`config.mk`:
```
export PLATFORM = sky130hd
export DESIGN_NAME = gumnut_data_mem
export DESIGN_NICKNAME = d
export VERILOG_FILES = /design/src/rtl/gumnut_data_mem.sv
export SDC_FILE = /design/constraint.sdc
export NUM_CORES = 2
export LEC_CHECK = 0
export CAP_MARGIN = 20
export CORE_MARGIN = 2
export CORE_UTILIZATION = 25
export DETAILED_ROUTE_END_ITERATION = 7
export GPL_TIMING_DRIVEN = 0
export REMOVE_ABC_BUFFERS = 1
export SLEW_MARGIN = 20
export SYNTH_ARGS = -nofsm -noshare
export SYNTH_HDL_FRONTEND = slang
export SYNTH_SLANG_ARGS = --single-unit
```
`constraint.sdc`:
```
create_clock -name clk_i -period 7.45 [get_ports clk_i]
set_input_delay 1.49 -clock clk_i [delete_from_list [all_inputs] [get_ports clk_i]]
set_output_delay 1.49 -clock clk_i [all_outputs]
set_load 0.01 [all_outputs]
```
`src/rtl/gumnut_data_mem.sv`:
```
// ============================================================================
// gumnut_data_mem : wait-state configurable 8-bit data memory, Wishbone-style.
// Optional GUMNUT_DMEM_BOUNDS_EN: out-of-range addresses complete with err.
// Revision: 1.0
// ============================================================================
`default_nettype none

module gumnut_data_mem #(
  parameter int WAIT_STATES = 0,
  parameter int DEPTH       = 256
) (
  input  logic       clk_i,
  input  logic       rst_i,
  input  logic       data_cyc_i,
  input  logic       data_stb_i,
  input  logic       data_we_i,
  input  logic [7:0] data_adr_i,
  input  logic [7:0] data_dat_i,
  output logic [7:0] data_dat_o,
  output logic       data_ack_o,
  output logic       data_err_o
);

  localparam int AW = $clog2(DEPTH);

  typedef enum logic [1:0] {
    S_IDLE = 2'd0,
    S_WAIT = 2'd1,
    S_ACK  = 2'd2,
    S_DONE = 2'd3
  } state_t;

  state_t      state_q;
  logic [3:0]  cnt_q;
  logic [7:0]  adr_q;
  logic [7:0]  dat_q;
  logic        we_q;
  logic [7:0]  rdata_q;
  logic        ack_q;
  logic        err_q;
  logic [7:0]  mem_q [DEPTH];

  logic          w_req;
  logic          w_oob;
  logic          w_mem_we;
  logic [AW-1:0] w_idx;

  assign w_req = data_cyc_i & data_stb_i;
  assign w_idx = adr_q[AW-1:0];

`ifdef GUMNUT_DMEM_BOUNDS_EN
  assign w_oob = ({1'b0, adr_q} >= 9'(DEPTH));
`else
  // Upper address bits wrap; they only matter for the bounds check.
  logic w_adr_unused;
  assign w_oob        = 1'b0;
  assign w_adr_unused = |adr_q;
`endif

  // Reset on the ACK edge suppresses the write, not just the ack.
  assign w_mem_we = (state_q == S_ACK) && we_q && !w_oob && !rst_i;

  always_ff @(posedge clk_i) begin
    if (w_mem_we) begin
      mem_q[w_idx] <= dat_q;
    end
  end

  always_ff @(posedge clk_i) begin
    if (rst_i) begin
      state_q <= S_IDLE;
      cnt_q   <= 4'd0;
      ack_q   <= 1'b0;
      err_q   <= 1'b0;
      rdata_q <= 8'h00;
    end else begin
      ack_q <= 1'b0;
      err_q <= 1'b0;
      case (state_q)
        S_IDLE: begin
          if (w_req) begin
            adr_q <= data_adr_i;
            dat_q <= data_dat_i;
            we_q  <= data_we_i;
            if (WAIT_STATES > 0) begin
              cnt_q   <= 4'(WAIT_STATES - 1);
              state_q <= S_WAIT;
            end else begin
              state_q <= S_ACK;
            end
          end
        end
        S_WAIT: begin
          if (!w_req) begin
            state_q <= S_IDLE;
          end else if (cnt_q == 4'd0) begin
            state_q <= S_ACK;
          end else begin
            cnt_q <= cnt_q - 4'd1;
          end
        end
        S_ACK: begin
          if (w_oob) begin
            err_q <= 1'b1;
          end else begin
            ack_q <= 1'b1;
            if (!we_q) begin
              rdata_q <= mem_q[w_idx];
            end
          end
          // A strobe still held here must be released before the next transfer.
          state_q <= w_req ? S_DONE : S_IDLE;
        end
        S_DONE: begin
          if (!w_req) begin
            state_q <= S_IDLE;
          end
        end
        default: state_q <= S_IDLE;
      endcase
    end
  end

  assign data_dat_o = rdata_q;
  assign data_ack_o = ack_q;
  assign data_err_o = err_q;

endmodule

`default_nettype wire

```
==> metrics.csv <==
metric,value,unit
status,completed,
cp-start-kind,flip-flop,
dieHeight,573,um
post_cts_buffers,0,
routed_wl,211,mm
grt_max_degree,56,
p_leak,29.7,nW
netlist_top_cells_count,"2065 x edfxtp_1, 453 x mux4_2, 311 x nor2_1, 193 x mux2i_1, 127 x nand2_1",
post-route-min-period,4.90,ns
io_pins,31,
row_count,208,
drt-initial-drc-count,4235,
dieArea,0.328,mm^2
antenna_left,0,
slew_headroom,0.268,
final.setup.tns,0,ns
final.setup_skew,0.0573,ns
vias,40500,
cts_resized,0,
cts_buffers,196,
synth_edf_count,2065,
nets,4193,
hold_viol_final,0,
ys_seq_elements,2080,
grt_overflow,0,
start_util,0.251,
worst_slew_pin_slew,1.09,ns
clk_path_buf_depth,3,
drtPass1Iterations,6,
arrival,5.59,ns
vias_per_cell,4.68,
portBuffers,29,
gp_congestion,0.775,
syn_inst,3927,
post_drt_wl_per_cell,24.4,um
synth_cell_type_count,70,
worst-path-buf-inv,9,
yosysTopAreaCell,edfxtp_1,
power,23.5,mW
cap_viol_max_count,0,
clock-sinks,2080,
ir_drop,0.000202,V
cts_tree,yes,
synth_warnings,0,
worstPathRequired,8.13,ns
yosys-top-cells-area,"edfxtp_1 77%, mux4_2 13%, mux2i_1 2.4%",
cpPeakStageDelay,0.94,ns
root_buffer,clkbuf_16,
syn_area,0.0808,mm^2
finalSetupViolCount,0,
slowest_stage,nor4bb_1,
fmax,204,MHz
synthFlopType,edfxtp_1,
area_growth,19.5,%
antenna_found_initial,3,
cts_hold_buf,0,
fin_crit_sh,0.658,
yosys.area.top_type_share,0.767,
drive_gt1_frac,0.246,
hold_ws,0.522,ns
p_per_area,243,mW/mm^2
path_clk_slew,0.06,ns
path_class,reg -> reg,
h-tree-depth,4,
worstPathMaxFanout,55,
synth.most_common_cell,edfxtp_1,
grt_pass1_wl,302,mm
slew_viol_final,0,
hold_class,reg -> reg,
die_w,573,um
cp-end-kind,flip-flop,
synthArstFlopShare,0,
crit_top_cell,buf_8,
place_hpwl,146,mm
track_usage,0.127,
grt_setup_unrepaired,false,
crit_family,buffers and inverters,
coreArea,0.321,mm^2
syn_area_per_cell,20.6,um^2
clock_latency,0.86,ns
grt_pass1_vias,41100,
ys_seq_area_frac,0.771,
crit_chain,buf_8 -> buf_16 -> buf_16 -> buf_8 -> buf_8 -> buf_8 -> buf_8 -> inv_8 -> buf_16 -> mux4_2 -> a22o_1 -> a21oi_1 -> nor4bb_1 -> o21ai_0,
remaining_drc_errors,0,
sequential cells by signal, summed over array words and instances (netlist names):
register    cells
dat_q           8
cnt_q           4
mem_q        2048
adr_q           8
data_ack_o      1
we_q            1
state_q         2
data_dat_o      8
path summary, 6_finish.rpt:
check                       end  slack, ns      from  cells after the start
setup / recovery  data_dat_o[1]       2.55  adr_q[3]                     14
hold / removal         cnt_q[3]       0.52  cnt_q[3]                      2
setup reg to reg  data_dat_o[1]       2.55  adr_q[3]                     14
hold reg to reg        cnt_q[3]       0.52  cnt_q[3]                      2
cell families after synthesis:
logic type / count (synthesis) / synth area share
AO/OA/AOI/OAI: 315 / 0.0273
XOR/XNOR: 3 / 0.000325
adder cells (fa/ha/maj): 1 / 0.000155
buffers and inverters: 254 / 0.0150
flip-flops: 2080 / 0.771
multiplexers: 673 / 0.154
other: 1 / 0.0000464
AND/OR/NAND/NOR: 600 / 0.0323
layout make-up:
cell class | instances | area [um^2]
Clock buffer | 240 | 5150
Clock inverter | 127 | 1310
Multi-Input combinational cell | 1593 | 17400
Tap cell | 4305 | 5390
Timing Repair Buffer | 290 | 4930
Fill cell | 30700 | 225000
Sequential cell | 2080 | 62300
Inverter | 10 | 50.0
Antenna cell | 3 | 7.51
report_power, final:
part	leakage (nW)	switching, mW	total, mW	internal [mW]
combinational	7.84	0.388	0.665	0.277
clock	3.15	4.35	10.1	5.72
sequential	18.7	0.0196	12.8	12.8
through the flow:
step	std cells	setup WS [ns]	cell area (um^2)	utilization
final	8648	2.55	96600	0.301
after global routing	8646	2.51	96600	0.300
after CTS	8645	2.51	96600	0.300
after detailed placement	8278	2.43	90100	0.280
after global placement	8017	-27.45	85300	0.265
after floorplan	3683	-15.10	79700	-
routing by layer:
metal / GRT usage / up-vias / routed length [um]
li1: - / 16800 / -
met1: 0.159 / 21700 / 83300
met2: 0.214 / 1589 / 105000
met3: 0.0228 / 383 / 14300
met4: 0.0533 / 4 / 8900
met5: 0 / - / 24
worst register-to-register path, delay by kind of cell, from the launching register on:
| family | cells | cell delay, ns |
|---|---|---|
| buffers and inverters | 9 | 1.84 |
| AND/OR/NAND/NOR | 1 | 0.94 |
| multiplexers | 1 | 0.87 |
| AO/OA/AOI/OAI | 3 | 0.67 |
| flip-flops | 1 | 0.41 |
placed cells by master (no fill, tap or decap), types with 7 or more instances in the layout:
cell,netlist,routed
a211oi_1,15,14
nor2b_1,13,7
o31ai_1,7,7
bufinv_16,0,23
o21ai_0,36,36
nand4_1,14,14
buf_8,0,180
nor3_1,23,21
a32oi_1,26,26
a22oi_1,80,80
mux2_2,27,27
dfxtp_1,15,15
a221oi_1,12,12
clkinv_1,1,51
edfxtp_1,2065,2065
clkdlybuf4s50_1,0,28
mux2i_1,193,193
buf_16,0,59
nand2_2,0,17
clkbuf_1,118,37
mux4_2,453,453
a31oi_1,13,13
clkbuf_16,0,197
o22ai_1,47,47
clkinv_2,0,33
a21oi_1,35,35
inv_6,0,7
inv_1,8,7
buf_12,0,10
nand2_1,127,110
nor2_1,311,309
nand3_1,63,63
buf_6,8,9
No activity file was read; power rests on OpenSTA's default activity.
